<file path="src/rtl/rs232_pkg.sv">
// Shared RS232 constants and receiver state encoding.
// The transmitter takes its bit periods from here too, so both ends always agree.
package rs232_pkg;

  localparam int unsigned TickW = 12;

  localparam logic [TickW-1:0] LIMIT_FAST = 12'd217;   // 115200 bps at 25 MHz
  localparam logic [TickW-1:0] LIMIT_SLOW = 12'd2604;  // 9600 bps at 25 MHz
  localparam logic [TickW-1:0] HALF_FAST  = 12'd108;
  localparam logic [TickW-1:0] HALF_SLOW  = 12'd1302;

  typedef enum logic [1:0] {
    IDLE,
    START,
    DATA,
    STOP
  } rx_state_e;

endpackage

</file>
<file path="src/rtl/sync2.sv">
// Two-flop synchroniser for an asynchronous level input.
// Resets to 1, which is the idle level of a UART line.
module sync2 (
  input  logic clk,
  input  logic rst,
  input  logic d,
  output logic q
);

  logic meta_q;
  logic sync_q;

  always_ff @(posedge clk) begin
    if (rst) begin
      meta_q <= 1'b1;
      sync_q <= 1'b1;
    end else begin
      meta_q <= d;
      sync_q <= meta_q;
    end
  end

  assign q = sync_q;

endmodule

</file>
<file path="src/rtl/rs232_receiver.sv">
// 8N1 UART receiver at 9600 or 115200 bps from a 25 MHz clock.
// Centre-samples each bit and holds the byte with status flags until acknowledged.
module rs232_receiver
  import rs232_pkg::*;
(
  input  logic       clk,
  input  logic       rst,
  input  logic       RxD,
  input  logic       fsel,
  input  logic       done,
  output logic [7:0] data,
  output logic       rdy,
  output logic       ferr,
  output logic       ovr
);

  logic             rxs;
  logic             rxs_dly_q;
  logic [1:0]       flush_q, flush_d;
  logic             line_ok;
  rx_state_e        state_q, state_d;
  logic [TickW-1:0] tick_q, tick_d, tick_inc;
  logic [TickW-1:0] lim_q, lim_d;
  logic [TickW-1:0] half_q, half_d;
  logic [3:0]       bitcnt_q, bitcnt_d;
  logic [7:0]       shreg_q, shreg_d;
  logic [7:0]       data_q, data_d;
  logic             rdy_q, rdy_d;
  logic             ferr_q, ferr_d;
  logic             ovr_q, ovr_d;

  sync2 u_sync2 (
    .clk (clk),
    .rst (rst),
    .d   (RxD),
    .q   (rxs)
  );

  // After reset the synchroniser still shows its reset value of 1 for two cycles. Edge
  // detection stays off until both rxs and its delayed copy reflect the real line, so a
  // line held low through reset is not taken as a start bit.
  assign line_ok  = (flush_q == 2'd3);
  assign flush_d  = line_ok ? flush_q : flush_q + 2'd1;

  // tick_q holds the cycles elapsed since the last reference point, minus one.
  assign tick_inc = tick_q + 12'd1;

  always_comb begin
    state_d  = state_q;
    tick_d   = tick_q;
    lim_d    = lim_q;
    half_d   = half_q;
    bitcnt_d = bitcnt_q;
    shreg_d  = shreg_q;
    data_d   = data_q;
    rdy_d    = rdy_q;
    ferr_d   = ferr_q;
    ovr_d    = ovr_q;

    if (done) begin
      rdy_d  = 1'b0;
      ferr_d = 1'b0;
      ovr_d  = 1'b0;
    end

    unique case (state_q)
      IDLE: begin
        if (line_ok && rxs_dly_q && !rxs) begin
          lim_d   = fsel ? LIMIT_FAST : LIMIT_SLOW;
          half_d  = fsel ? HALF_FAST : HALF_SLOW;
          tick_d  = '0;
          state_d = START;
        end
      end
      START: begin
        tick_d = tick_inc;
        if (tick_inc == half_q) begin
          if (!rxs) begin
            tick_d   = '0;
            bitcnt_d = '0;
            state_d  = DATA;
          end else begin
            state_d  = IDLE;
          end
        end
      end
      DATA: begin
        tick_d = tick_inc;
        if (tick_inc == lim_q) begin
          shreg_d  = {rxs, shreg_q[7:1]};
          tick_d   = '0;
          bitcnt_d = bitcnt_q + 4'd1;
          if (bitcnt_q == 4'd7) begin
            state_d = STOP;
          end
        end
      end
      STOP: begin
        tick_d = tick_inc;
        if (tick_inc == lim_q) begin
          data_d  = shreg_q;
          rdy_d   = 1'b1;
          ferr_d  = ~rxs;
          // A same-cycle acknowledge consumed the old byte, so nothing was overwritten.
          ovr_d   = rdy_q & ~done;
          tick_d  = '0;
          state_d = IDLE;
        end
      end
      default: state_d = IDLE;
    endcase
  end

  always_ff @(posedge clk) begin
    if (rst) begin
      rxs_dly_q <= 1'b1;
      flush_q   <= 2'd0;
      state_q   <= IDLE;
      tick_q    <= '0;
      lim_q     <= LIMIT_FAST;
      half_q    <= HALF_FAST;
      bitcnt_q  <= '0;
      shreg_q   <= '0;
      data_q    <= '0;
      rdy_q     <= 1'b0;
      ferr_q    <= 1'b0;
      ovr_q     <= 1'b0;
    end else begin
      rxs_dly_q <= rxs;
      flush_q   <= flush_d;
      state_q   <= state_d;
      tick_q    <= tick_d;
      lim_q     <= lim_d;
      half_q    <= half_d;
      bitcnt_q  <= bitcnt_d;
      shreg_q   <= shreg_d;
      data_q    <= data_d;
      rdy_q     <= rdy_d;
      ferr_q    <= ferr_d;
      ovr_q     <= ovr_d;
    end
  end

  assign data = data_q;
  assign rdy  = rdy_q;
  assign ferr = ferr_q;
  assign ovr  = ovr_q;

endmodule

</file>
<file path="config.mk">
export PLATFORM = sky130hd
export DESIGN_NAME = rs232_receiver
export DESIGN_NICKNAME = d
export VERILOG_FILES = /design/src/rtl/rs232_pkg.sv /design/src/rtl/sync2.sv /design/src/rtl/rs232_receiver.sv
export SDC_FILE = /design/constraint.sdc
export NUM_CORES = 1
export LEC_CHECK = 0
export ABC_AREA = 1
export CORE_UTILIZATION = 59
export DETAILED_ROUTE_END_ITERATION = 16
export HOLD_SLACK_MARGIN = 0.12
export PLACE_DENSITY_LB_ADDON = 0.2
export SLEW_MARGIN = 20
export SYNTH_ARGS = -nofsm -noshare
export SYNTH_HDL_FRONTEND = slang
export SYNTH_SLANG_ARGS = --single-unit
</file>
<file path="constraint.sdc">
create_clock -name clk -period 2.95 [get_ports clk]
set_input_delay 0.59 -clock clk [delete_from_list [all_inputs] [get_ports clk]]
set_output_delay 0.59 -clock clk [all_outputs]
set_load 0.005 [all_outputs]
</file>
After elaboration in Yosys (flattened, before gate mapping). Cells that the tools add are included.

$add $sub $neg: 3. Equality and inequality tests: 13. Multiplexer cells: 27. Bitwise operators: 3. Reductions and logical operators: 11.

Operators by type and width (count): two-way mux 12 bit (5); one-hot mux 12 bit (3 select lines) (1); == test 12 bit (2); adder 12 x 1 -> 12 bit, second input constant (1); two-way mux 2 bit (6); two-way mux 4 bit (3); != test 2 bit, second input constant (6); two-way mux 11 bit (1); two-way mux 1 bit (9); one-hot mux 2 bit (4 select lines) (1); one-hot mux 4 bit (2 select lines) (1); == test 2 bit, second input constant (3); AND reduction 2 bit (3); AND reduction 5 bit (1); adder 4 x 1 -> 4 bit, second input constant (1); == test 4 x 3 -> 1 bit, second input constant (1); AND reduction 4 bit (1); adder 2 x 1 -> 2 bit, second input constant (1); == test 2 x 1 -> 1 bit, second input constant (1); logical AND 1 bit (2); zero test 2 bit (1); NOT 1 bit (2); nonzero test 2 bit (1); OR reduction 2 bit (1); 2 further kinds (2).

Bits in registers: 66. Bits of input ports: 5. Output and inout bits: 11. Word-level logic and storage cells: 71.

Longest topological paths before layout.
Depth after elaboration: 5. Gate-level depth with buffers: 16. Depth with buffers taken out: 16.

By module. Synthesis repeated with hierarchy kept, for this count alone.

Cell total of the unflattened synthesis: 387. Area, all modules: 2601.2 µm².

By module, submodules not included: rs232_receiver (instances 1, cells an instance 380, area an instance 2542.4 µm², seq. area each 840.8 µm²); sync2 (instances 1, cells an instance 7, area an instance 58.8 µm², seq. area each 40.0 µm²).

Worst setup path after synthesis. OpenSTA, ideal clock, no wires.

Path kind: reg-to-reg. Start point: reg tick_q[0]. End point: reg bitcnt_q[2]. Setup time: 0.115 ns. Data arrival time: 1.941 ns. Data required time: 2.835 ns. Slack: 0.894 ns. Cell stages (with the launch flop): 17. Buffers on the path: 0. Clock period less this slack: 2.056 ns. Path through: dfxtp_1 > ha_1 > nand2_2 > nor2_2 > nand2_1 > nand2_2 > inv_2 > nand2_1 > nand2_2 > nor2_4 > nand3_2 > nand2_1 > nand2_2 > nor2_4 > inv_2 > o21ai_1 > nor2_1.

Cells in the longest elaborated chain, start to end: 4. Elaborated cells between the ends (all ways): 6. Classes of those cells: add/sub (1); eq/ne (4); reduce/logical (1).

Ends and longest elaborated chain: from (decl) (line rs232_receiver.sv:22) `logic [TickW-1:0] tick_q, tick_d, tick_inc;`; from (signal assigned) (line rs232_receiver.sv:132) `tick_q <= tick_d;`; adder 12 x 1 -> 12 bit * (line rs232_receiver.sv:46) `assign tick_inc = tick_q + 12'd1;`; == test 12 bit, on equally long branches (line rs232_receiver.sv:89, rs232_receiver.sv:77); != test 2 bit (no line); AND reduction 4 bit (no line) *; to (signal assigned) (line rs232_receiver.sv:135) `bitcnt_q <= bitcnt_d;`; to (decl) (line rs232_receiver.sv:25) `logic [3:0] bitcnt_q, bitcnt_d;`.

Mark *: on every way between the ends. The rest lies on a longest branch, timed or not. A chain may end at the register's enable or synchronous reset.

Worst setup path after layout.
Start point: reg tick_q[0]. End point: reg ferr_q, in the netlist ferr.

Cells in the longest elaborated chain, start to end: 4.

Ends and longest elaborated chain: adder 12 x 1 -> 12 bit (line rs232_receiver.sv:46); == test 12 bit (line rs232_receiver.sv:100) `if (tick_inc == lim_q) begin`; two-way mux 1 bit (line rs232_receiver.sv:100); two-way mux 1 bit (line rs232_receiver.sv:66) `unique case (state_q)`; to (signal assigned) (line rs232_receiver.sv:139) `ferr_q <= ferr_d;`; to (decl) (line rs232_receiver.sv:29) `logic ferr_q, ferr_d;`.

No other way between the ends.

==> summary.md <==
The worst stage delay on the critical path was 470 ps. In this run the most critical hold path is launched from u_sync2.meta_q. The tool flagged a number of max-cap violations equal to 0. The run gives 9560 microns as the wire length of the first global-routing pass. The logs give 301 uW for the switching power of the nets and 0 for the number of warnings issued by yosys. Port buffering added 15 buffers. By area, the combinational part of the netlist is dominated by simple AND/OR/NAND/NOR gates. Compared with the post-synthesis result, the final layout area differs by 11.1%. The clock net in this run drives a total of 44 sinks. STA classifies the critical path endpoint as a register. The slowest stage of the critical path is the sky130_fd_sc_hd__dfxtp_1 cell. Summing the areas of all fa, ha and maj instances in the mapped netlist gives 1.50% of the synthesized area. The portion of netlist area occupied by mux cells works out to 0%. The library cell used most frequently in the layout, excluding fill and tap cells, is sky130_fd_sc_hd__nand2_1. For the worst setup path, the data required time is 3140 ps. Of the total synthesized cell area, the portion taken by AND, OR, NAND and NOR gates is 44.0%. Once the clock tree was built, the setup fixing pass inserted 0 buffers.

Number of antenna-violating nets in the routed design: 0. The largest net degree at the start of global routing came out at 26. STA classifies the critical path startpoint as a register. The final design instance area without fill is 2790 sq um.

The number of gates resized after CTS was 0. The class of the most critical setup path was register to register. In this run the worst path has a maximum fanout of 12.

The internal portion of the total power is 894 uW. The tightest min-delay check is of the register to register type. After detailed routing, the average wire length per cell comes to 12.9 microns. In this run the count of I/O pins placed on the die edge is 16.

Counting the fill cells in the layout gives 351. The run finished with clean final reports. Summing every instance area after synthesis gives 2510 sq um. The tools report the first-iteration detailed-routing DRC count as 237. The logs give 420 ps for the slack of the worst reg-to-reg path and 396 MHz for the highest achievable clock rate. Cells with a size suffix above 1 make up 11.2% of the layout.

The die covers 4520 sq um. The run gives 5 as the number of CTS-inserted buffers. The reg-to-reg startpoint is tick_q[0]. After detailed routing, the number of remaining DRC violations is 0. TritonCTS built the clock tree. In this run the number of H-tree levels came out at 2. The die height was 67.2 microns; the half-perimeter wire length after placement was 4120 microns.

The reg-to-reg endpoint was ferr. Worst-case hold slack: 414 ps. The initial standard-cell utilization of the core was 62.3%. The share of the Yosys chip area taken by registers is 35.1%.

Post-synthesis cell type count: 35. Dividing the final minimum period by the clock period gives 85.6%. The logs give 0.000313 V for the maximum vdd ir drop and 5710 microns for the total routed wirelength.

Tracing the worst setup path back leads to its startpoint at tick_q[0]. After clock tree synthesis, the clock-pin slew on the worst setup and hold paths is 80 ps. The number of antenna violations at the first check in global routing was 0. The setup TNS after final layout came out at 0 ps.

Overall power: 1.20 mW. Mean instance size in the synthesized netlist: 6.59 sq um. STA puts the critical path data arrival time at 2720 ps. After detailed routing, the number of vias per cell comes to 5.49. The first detailed-routing pass took 5 iterations.

The synthesized netlist devotes 10.4% of its cell area to compound gates. In the final design database the tool counted 403 nets. Counting I/O delays and the setup requirement, the final critical path takes 2530 ps. The fraction of synthesized cell area in xor and xnor cells was 1.05%; the number of hold buffers added after cts was 0. The share of total power dissipated in sequential elements is 52.5%. The via count of the first global-routing pass is 2,118, and the number of storage elements in the synthesis netlist is 44. The insertion delay to the later sink of the worst-skew pair was 290 ps; the cell area reported after detailed placement was 2690 sq um.

The tools report the global-route congestion overflow total as 0. From left edge to right edge, the die measures 67.2 microns. The root buffer cell was sky130_fd_sc_hd__clkbuf_8. Routability-driven placement finished with a final weighted congestion of 0.951. The number of antenna diodes in the final layout is 0.

Counting every net in the synthesized netlist gives 389. The logs give 4030 sq um for the placeable core region and 381 for the synthesized instance count. The run gives 28.3% as the total routing resource utilization after global routing. The run gives 11.3% as the share of total power in combinational logic.

Setup repair after global routing left no endpoint under its margin. For the pin with the worst max-slew slack, the measured transition is 932 ps. Number of pins with negative max-slew slack in the final report: 0. The number of stages on the worst hold path was 1; the leakage power total was 1.20 nW. In this run switching power makes up 25.2% of total power. In this run the tightest slew margin relative to its limit is 37.6%. The total number of vias was 2,437; the clock skew after layout was 5.16 ps. The share of power burned in the clock network is 36.3%, and the number of buffers on the longest clock path is 2. The ratio of total power to cell area came out at 429 nW/um^2.

The tools report the end point of the worst hold path as u_sync2.q. Setup violations remaining at the end of the flow were counted as 0. The number of cells traversed by the worst register-to-register path came out at 14. Traced cell by cell, the critical path runs through ha_1 -> nand2_2 -> nor2_2 -> nand3_1 -> nand2_1 -> inv_1 -> nor2_1 -> nand4_1 -> nor3_1 -> nand3_1 -> inv_1 -> nand2_1 -> nand2_1 -> inv_1.

In the layout the commonest cells are sky130_fd_sc_hd__nand2_1 (107), sky130_fd_sc_hd__dfxtp_1 (44), sky130_fd_sc_hd__nor2_1 (43). The hold violation count in the final report is 0. The number of core rows came out at 23.
## state kept, by name, summed over array words and instances (netlist names), named ones only
register and count:
bitcnt_q 4, data 8, ferr 1, flush_q 2, lim_q 2, ovr 1, rdy 1, rxs_dly_q 1
shreg_q 8, state_q 1, tick_q 12, u_sync2.meta_q 1, u_sync2.q 1
## metal layers
| layer | GRT usage [%] | wire (microns) | up-vias |
|---|---|---|---|
| met4 | 12.0 | 100 | 0 |
| met2 | 45.0 | 2700 | 64 |
| met5 | 0 | 0 | - |
| met1 | 37.4 | 2600 | 1111 |
| li1 | - | - | 1251 |
| met3 | 4.90 | 313 | 11 |
## stage by stage
step / cells / setup WS (ps) / util [%]
2_1_floorplan: 381 / 894 / -
3_3_place_gp: 438 / 592 / 66.7
3_5_place_dp: 438 / 437 / 66.7
4_1_cts: 444 / 422 / 69.2
5_1_grt: 444 / 171 / 69.2
6_report: 444 / 425 / 69.2
## cell type report
| cell class | count | area [sq um] | share of cell area [%] |
|---|---|---|---|
| Clock buffer | 5 | 68.8 | 2.47 |
| Multi-Input combinational cell | 287 | 1430 | 51.3 |
| Sequential cell | 44 | 881 | 31.6 |
| Clock inverter | 1 | 30.0 | 1.08 |
| Inverter | 41 | 159 | 5.70 |
| Tap cell | 50 | 62.6 | 2.24 |
| Timing Repair Buffer | 16 | 158 | 5.66 |
## cell families (layout without fill, tap and decap cells)
logic type / after synthesis / in the layout
buf+inv: 50 / 63
simple gates: 232 / 232
xor+xnor: 3 / 3
flops: 44 / 44
fa+ha+maj: 3 / 3
compound gates: 49 / 49
## worst max-delay path: cells and delay by family (launching register included)
family,cells,cell delay [ps]
AND/OR/NAND/NOR,10,1300
flip-flops,1,470
adder cells (fa/ha/maj),1,330
buffers and inverters,3,310
## worst max path at each step
stage	endpoint	slack (ps)	cells after the start
after detailed placement	ferr	440	14
after CTS	ferr	420	14
after floorplan	bitcnt_q[2]	890	16
final	ferr	420	14
after global placement	ferr	590	14
after global routing	ovr	170	13
## synthesized netlist by cell type
cell,n,area share [%]
sky130_fd_sc_hd__o211a_1,1,0.40
sky130_fd_sc_hd__clkinv_4,1,0.35
sky130_fd_sc_hd__a21oi_1,28,5.6
sky130_fd_sc_hd__nor3_2,1,0.40
sky130_fd_sc_hd__nand3_2,2,0.80
sky130_fd_sc_hd__buf_2,3,0.60
sky130_fd_sc_hd__nand2_4,1,0.45
sky130_fd_sc_hd__or2_2,2,0.50
sky130_fd_sc_hd__nor2_2,3,0.75
sky130_fd_sc_hd__o21ai_1,1,0.20
sky130_fd_sc_hd__and3_2,1,0.30
sky130_fd_sc_hd__inv_2,7,1.0
sky130_fd_sc_hd__a21oi_2,1,0.35
sky130_fd_sc_hd__nor3_1,3,0.60
sky130_fd_sc_hd__nand4_1,10,2.5
sky130_fd_sc_hd__o21ai_0,15,3.0
sky130_fd_sc_hd__o21ai_2,1,0.35
sky130_fd_sc_hd__clkbuf_1,5,0.75
sky130_fd_sc_hd__buf_4,1,0.30
sky130_fd_sc_hd__nor2_4,5,2.2
sky130_fd_sc_hd__nor2_8,1,0.80
sky130_fd_sc_hd__clkinv_1,1,0.15
sky130_fd_sc_hd__inv_1,32,4.8
sky130_fd_sc_hd__and2_1,1,0.25
sky130_fd_sc_hd__o211ai_1,1,0.30
sky130_fd_sc_hd__nand2_1,107,16
sky130_fd_sc_hd__nor2_1,43,6.4
sky130_fd_sc_hd__nand3_4,1,0.70
sky130_fd_sc_hd__nand3_1,41,8.2
sky130_fd_sc_hd__ha_1,3,1.5
sky130_fd_sc_hd__o22ai_1,1,0.25
sky130_fd_sc_hd__nand4_4,1,0.85
sky130_fd_sc_hd__xor2_1,3,1.0
sky130_fd_sc_hd__dfxtp_1,44,35
sky130_fd_sc_hd__nand2_2,9,2.2
## power groups by stage
| stage | Combinational [mW] | Clock, mW | Sequential, mW |
|---|---|---|---|
| 4_1_cts | 0.134 | 0.443 | 0.627 |
| 3_5_place_dp | 0.134 | 0 | 0.641 |
| 3_3_place_gp | 0.130 | 0 | 0.640 |
| 6_report | 0.135 | 0.433 | 0.627 |
| 5_1_grt | 0.150 | 0.467 | 0.629 |
| 2_1_floorplan | 0.102 | 0 | 0.636 |
Note: power is estimated with default switching activity, not from simulation.
